## src/rtl/alu_pkg.sv

```systemverilog
// rtl/alu_pkg.sv - shared encodings for the pipelined ALU (alu_core, alu_pipe)
package alu_pkg;

   typedef enum logic [1:0] {
      ALU_ADD = 2'b00,
      ALU_SUB = 2'b01,
      ALU_AND = 2'b10,
      ALU_MVN = 2'b11
   } alu_op_e;

   typedef enum logic [1:0] {
      SH_NONE = 2'b00,
      SH_LSL1 = 2'b01,
      SH_LSR1 = 2'b10,
      SH_ASR1 = 2'b11
   } shift_e;

   localparam int ST_Z = 0;
   localparam int ST_N = 1;
   localparam int ST_V = 2;

endpackage

```

## src/rtl/alu_core.sv

```systemverilog
// rtl/alu_core.sv - combinational ALU producing result and Z/N/V flags
module alu_core
   import alu_pkg::*;
#(
   parameter int WIDTH = 16
) (
   input  logic [WIDTH-1:0] a,
   input  logic [WIDTH-1:0] b,
   input  logic [1:0]       op,
   output logic [WIDTH-1:0] result,
   output logic             z,
   output logic             n,
   output logic             v
);

   always_comb begin
      result = '0;
      v      = 1'b0;
      case (alu_op_e'(op))
         ALU_ADD: begin
            result = a + b;
            v      = (a[WIDTH-1] == b[WIDTH-1]) && (result[WIDTH-1] != a[WIDTH-1]);
         end
         ALU_SUB: begin
            result = a - b;
            v      = (a[WIDTH-1] != b[WIDTH-1]) && (result[WIDTH-1] != a[WIDTH-1]);
         end
         ALU_AND: result = a & b;
         ALU_MVN: result = ~b;
         default: result = '0;
      endcase
      z = (result == '0);
      n = result[WIDTH-1];
   end

endmodule

```

## src/rtl/alu_pipe.sv

```systemverilog
// rtl/alu_pipe.sv - two-stage valid/ready ALU pipeline with sticky status
// Optional B-operand shifter built only when ALU_SHIFT_EN is defined.
module alu_pipe
   import alu_pkg::*;
#(
   parameter int WIDTH = 16
) (
   input  logic             clk,
   input  logic             reset_n,
   input  logic             in_valid,
   output logic             in_ready,
   input  logic [WIDTH-1:0] ain,
   input  logic [WIDTH-1:0] bin,
   input  logic [1:0]       alu_op,
   input  logic [1:0]       shift,
   input  logic             load_status,
   output logic             out_valid,
   input  logic             out_ready,
   output logic [WIDTH-1:0] out,
   output logic             z,
   output logic             n,
   output logic             v,
   output logic [2:0]       status
);

   logic             s1_valid_q, s1_valid_d;
   logic [WIDTH-1:0] s1_a_q, s1_a_d;
   logic [WIDTH-1:0] s1_b_q, s1_b_d;
   logic [1:0]       s1_op_q, s1_op_d;
   logic             s1_ld_q, s1_ld_d;

   logic             s2_valid_q, s2_valid_d;
   logic [WIDTH-1:0] s2_out_q, s2_out_d;
   logic             s2_z_q, s2_z_d;
   logic             s2_n_q, s2_n_d;
   logic             s2_v_q, s2_v_d;
   logic             s2_ld_q, s2_ld_d;

   logic [2:0]       status_q, status_d;

   logic [WIDTH-1:0] b_shifted;
   logic [WIDTH-1:0] core_res;
   logic             core_z, core_n, core_v;
   logic             s1_advance, accept, out_xfer;

`ifdef ALU_SHIFT_EN
   always_comb begin
      case (shift_e'(shift))
         SH_LSL1: b_shifted = {bin[WIDTH-2:0], 1'b0};
         SH_LSR1: b_shifted = {1'b0, bin[WIDTH-1:1]};
         SH_ASR1: b_shifted = {bin[WIDTH-1], bin[WIDTH-1:1]};
         default: b_shifted = bin;
      endcase
   end
`else
   logic unused_shift;
   assign unused_shift = ^shift;
   assign b_shifted    = bin;
`endif

   // S1 may move forward whenever S2 is empty or draining this cycle.
   assign s1_advance = s1_valid_q && (!s2_valid_q || out_ready);
   assign in_ready   = !s1_valid_q || s1_advance;
   assign accept     = in_valid && in_ready;
   assign out_xfer   = s2_valid_q && out_ready;

   alu_core #(.WIDTH(WIDTH)) u_core (
      .a      (s1_a_q),
      .b      (s1_b_q),
      .op     (s1_op_q),
      .result (core_res),
      .z      (core_z),
      .n      (core_n),
      .v      (core_v)
   );

   always_comb begin
      s1_valid_d = s1_valid_q;
      s1_a_d     = s1_a_q;
      s1_b_d     = s1_b_q;
      s1_op_d    = s1_op_q;
      s1_ld_d    = s1_ld_q;
      if (accept) begin
         s1_valid_d = 1'b1;
         s1_a_d     = ain;
         s1_b_d     = b_shifted;
         s1_op_d    = alu_op;
         s1_ld_d    = load_status;
      end else if (s1_advance) begin
         s1_valid_d = 1'b0;
      end
   end

   always_comb begin
      s2_valid_d = s2_valid_q;
      s2_out_d   = s2_out_q;
      s2_z_d     = s2_z_q;
      s2_n_d     = s2_n_q;
      s2_v_d     = s2_v_q;
      s2_ld_d    = s2_ld_q;
      if (s1_advance) begin
         s2_valid_d = 1'b1;
         s2_out_d   = core_res;
         s2_z_d     = core_z;
         s2_n_d     = core_n;
         s2_v_d     = core_v;
         s2_ld_d    = s1_ld_q;
      end else if (out_xfer) begin
         s2_valid_d = 1'b0;
      end
   end

   // Status only moves on a completed output transfer, never during a stall.
   always_comb begin
      status_d = status_q;
      if (out_xfer && s2_ld_q) begin
         status_d[ST_Z] = s2_z_q;
         status_d[ST_N] = s2_n_q;
         status_d[ST_V] = s2_v_q;
      end
   end

   always_ff @(posedge clk or negedge reset_n) begin
      if (!reset_n) begin
         s1_valid_q <= 1'b0;
         s1_a_q     <= '0;
         s1_b_q     <= '0;
         s1_op_q    <= '0;
         s1_ld_q    <= 1'b0;
         s2_valid_q <= 1'b0;
         s2_out_q   <= '0;
         s2_z_q     <= 1'b0;
         s2_n_q     <= 1'b0;
         s2_v_q     <= 1'b0;
         s2_ld_q    <= 1'b0;
         status_q   <= 3'b000;
      end else begin
         s1_valid_q <= s1_valid_d;
         s1_a_q     <= s1_a_d;
         s1_b_q     <= s1_b_d;
         s1_op_q    <= s1_op_d;
         s1_ld_q    <= s1_ld_d;
         s2_valid_q <= s2_valid_d;
         s2_out_q   <= s2_out_d;
         s2_z_q     <= s2_z_d;
         s2_n_q     <= s2_n_d;
         s2_v_q     <= s2_v_d;
         s2_ld_q    <= s2_ld_d;
         status_q   <= status_d;
      end
   end

   assign out_valid = s2_valid_q;
   assign out       = s2_out_q;
   assign z         = s2_z_q;
   assign n         = s2_n_q;
   assign v         = s2_v_q;
   assign status    = status_q;

endmodule

```

## config.mk

```make
export PLATFORM = sky130hd
export DESIGN_NAME = alu_pipe
export DESIGN_NICKNAME = d
export VERILOG_FILES = /design/src/rtl/alu_pkg.sv /design/src/rtl/alu_core.sv /design/src/rtl/alu_pipe.sv
export SDC_FILE = /design/constraint.sdc
export NUM_CORES = 1
export LEC_CHECK = 0
export CAP_MARGIN = 20
export CORE_UTILIZATION = 25
export DETAILED_ROUTE_END_ITERATION = 10
export SETUP_SLACK_MARGIN = 0.3
export SLEW_MARGIN = 30
export SYNTH_ARGS = -nofsm -noshare
export SYNTH_HDL_FRONTEND = slang
export SYNTH_HIERARCHICAL = 1
export SYNTH_SLANG_ARGS = --single-unit
```

## constraint.sdc

```tcl
create_clock -name clk -period 5.5 [get_ports clk]
set_input_delay 0.825 -clock clk [delete_from_list [all_inputs] [get_ports clk]]
set_output_delay 0.825 -clock clk [all_outputs]
set_load 0.1 [all_outputs]
```

==> summary.txt <==
CRITICAL PATH
------------------------------------------------------------------------------------------
Maximum fanout along the worst path .........................................            3
Chain of cells forming the critical path .................................... clkdlybuf4s50_1, nand3b_4, clkdlybuf4s50_1
Most Frequent Cell on Critical Path ......................................... clkdlybuf4s50_1
Kind of end point of the critical path ......................................   output pin
Start-to-end type of the worst setup path ...................................    in -> out
Worst EP arrival ............................................................      2.64 ns
CP required .................................................................      4.68 ns
Worst path max stage delay ..................................................      1.14 ns
Worst reg-to-reg setup slack ................................................      2.09 ns
Element type at the critical path start .....................................   input port
Worst path slowest cell ..................................................... clkdlybuf4s50_1

FLOORPLAN
------------------------------------------------------------------------------------------
Floorplan die area ..........................................................   19,400 um2
Die width ...................................................................       139 um
Top-Level Pins ..............................................................           65
Die Y .......................................................................       139 um
Standard-cell rows ..........................................................           49
Area inside the core boundary ...............................................   18,200 um2
Effective utilization at floorplan ..........................................        0.259

CLOCKING
------------------------------------------------------------------------------------------
Later-pin clock latency in the skew report ..................................      0.34 ns
Number of post-CTS setup repair buffers .....................................            0
Maximum root-to-sink buffer count ...........................................            2
CTS sink count ..............................................................           60
Clock buffer count from CTS .................................................            9
Number of H-tree levels .....................................................            3
Hold-fix buffers at CTS .....................................................            0
CTS tree ....................................................................         done
Clock-pin slew on the worst setup and hold paths ............................      0.05 ns
Buffer cell driving the clock tree root .....................................    clkbuf_16
Post-cts sizing count .......................................................            0

FINISH
------------------------------------------------------------------------------------------
Net total in the final layout ...............................................          592
Final instance area .........................................................     5740 um2
Diode count .................................................................            0
Share of post-route cells with drive strength above 1 .......................        0.187
Area Growth Syn to Fin ......................................................        21.6%
Final Non-Filler Cells ......................................................          749
Fin util ....................................................................        0.315

SYNTH
------------------------------------------------------------------------------------------
Gate Count Post-Synth .......................................................          464
Mean post-synth cell area ...................................................     10.2 um2
Multiplexer fraction of the synthesized cell area ...........................        0.187
Synthesis warning total .....................................................            6
Mapped cell area ............................................................     4720 um2
Number of register bits inferred by synthesis ...............................           60
Post-synthesis simple-gate area fraction ....................................        0.152
Most common cell in the synthesized netlist .................................      dfrtp_1
Portion of synthesized cell area occupied by the leading cell type ..........        0.318
Proportion of synthesized flip-flops having asynchronous set or reset .......         1.00
Ys flop type ................................................................      dfrtp_1
Dominant cells by area after synthesis ...................................... dfrtp_1 (32%), mux2_4 (9.5%), ha_1 (8.5%)
Top cells by instance count after synthesis ................................. dfrtp_1 (60), nor2_1 (36), ha_1 (32), inv_1 (32), mux2_4 (30)
Xor/xnor cell area share of the yosys netlist ...............................       0.0167
Fraction of the mapped netlist area in compound gates .......................        0.168
Number of enable flip-flop cells after synthesis ............................            0
Post-synthesis cell type with the largest combined area .....................      dfrtp_1
Dominant combinational cell family by area after synthesis .................. multiplexers
Share of synthesized cell area in full adder, half adder and majority cells .       0.0934
Sequential fraction of the synthesis area ...................................        0.318
Number of nets produced by synthesis ........................................          539
Unique masters post-synth ...................................................           81

ROUTING
------------------------------------------------------------------------------------------
Violation count after the first detailed-route iteration ....................          199
Routed len/inst .............................................................      16.6 um
First-pass detailed-route iteration total ...................................            5
Via density .................................................................         4.98
Number of remaining DRC errors ..............................................            0
Remaining antenna violation count after routing .............................            0
Vias after detailed routing .................................................        3,732
Final wirelength ............................................................      12.4 mm

TIMING
------------------------------------------------------------------------------------------
Crit path time final ........................................................      3.47 ns
Final hold violation count ..................................................            0
Final setup violation count .................................................            0
Worst slew margin ...........................................................        0.330
Hold slack final ............................................................     0.503 ns
Max Clk Rate ................................................................    0.288 GHz
Setup repair after global routing missed its margin .........................        false
Fin Setup TNS ...............................................................         0 ns
Period utilization ..........................................................        0.630
Worst clock skew ............................................................   0.00695 ns
Worst-margin pin slew .......................................................      1.00 ns
Max Slew Vio Count ..........................................................            0
Final setup slack of the worst path .........................................      2.03 ns

PLACED DESIGN
------------------------------------------------------------------------------------------
Placed cell areas ...........................................................     5460 um2
Placed wire-length estimate .................................................      9.36 mm
Count of input and output buffers ...........................................           62
RD Place Congestion .........................................................        0.830
Pre-CTS setup slack .........................................................      1.98 ns
Post-Place Cells ............................................................          735

POWER
------------------------------------------------------------------------------------------
Post-route total power ......................................................      2.76 mW
Standby leakage power .......................................................      2.45 nW
Clock network fraction of total power .......................................        0.189
Power Internal ..............................................................      1.42 mW
Fraction of power spent switching nets ......................................        0.486
Share of total power in combinational logic .................................        0.582
Largest vdd supply drop .....................................................     0.129 mV
Switching pwr ...............................................................      1.34 mW
Reg power frac ..............................................................        0.229
Power per Cell Area .........................................................   482 nW/um2

GLOBAL ROUTING
------------------------------------------------------------------------------------------
Total grt overflow ..........................................................            0
Wire length of the first global-routing pass ................................      20.3 mm
Antenna violations before repair ............................................            0
Pin count of the biggest net entering global routing ........................           61
All-layer global routing usage ..............................................        0.136
Via count of the first global-routing pass ..................................        3,678

WORST HOLD PATH
------------------------------------------------------------------------------------------
Class of the tightest hold or removal check .................................   reg -> reg

FLOW RUN
------------------------------------------------------------------------------------------
Max cap viols ...............................................................            0

OUTCOME
------------------------------------------------------------------------------------------
Result of the run ...........................................................    completed

worst paths after layout:
kind / startpoint / to / cells after the start
worst max-delay path: out_ready / in_ready / 3
worst min-delay path: out[9] / out[9] / 1
worst max register to register: s1_b_q[0] / z / 12
worst min register to register: out[9] / out[9] / 1
max in group asynchronous: reset_n / s1_b_q[5] / 2
min in group asynchronous: reset_n / status[1] / 2
power by group through the flow:
stage | clock (mW) | combinational, mW | sequential (mW)
6_report | 0.521 | 1.61 | 0.633
5_1_grt | 0.564 | 1.72 | 0.650
4_1_cts | 0.543 | 1.61 | 0.635
3_5_place_dp | 0 | 1.61 | 0.642
3_3_place_gp | 0 | 1.59 | 0.635
2_1_floorplan | 0 | 0.738 | 1.15
worst max-delay path, delay by kind of cell:
family	cells	cell delay, ns
buffers and inverters	2	1.63
AND/OR/NAND/NOR	1	0.18
cells by family (layout without fill, tap and decap cells):
logic type	after synthesis	in the layout
AO/OA/AOI/OAI	106	106
XOR/XNOR	9	9
adder cells (fa/ha/maj)	34	34
buffers and inverters	56	112
flip-flops	60	60
multiplexers	67	67
AND/OR/NAND/NOR	132	132
routing by layer:
layer / up-vias / global-route usage / wire (um)
met5: - / 0 / 0
met4: 0 / 0.0474 / 182
met3: 16 / 0.0368 / 649
met2: 89 / 0.218 / 5840
met1: 1825 / 0.176 / 5770
li1: 1802 / - / -
sequential cells by signal, indices dropped and copies added (netlist names):
name / count
v: 1
out_valid: 1
n: 1
s1_op_q: 2
out: 16
s1_ld_q: 1
status: 3
s2_ld_q: 1
s1_valid_q: 1
s1_b_q: 16
z: 1
s1_a_q: 16
final cells by class:
cell class / count / area [um2]
Timing Repair Buffer: 65 / 638
Fill cell: 1834 / 12500
Tap cell: 229 / 287
Clock buffer: 12 / 267
Sequential cell: 60 / 1500
Clock inverter: 2 / 10.0
Multi-Input combinational cell: 348 / 2910
Inverter: 33 / 124
layout by cell type, fill, tap and decap left out, drive strengths merged, types with 14 or more instances in the layout:
| master | instances |
|---|---|
| o21ai | 23 |
| clkdlybuf4s50 | 61 |
| dfrtp | 60 |
| ha | 32 |
| a21oi | 19 |
| inv | 33 |
| mux2 | 59 |
| nand2 | 27 |
| nor2 | 37 |
| nand2b | 14 |
Power figures use the tool's default switching activity.
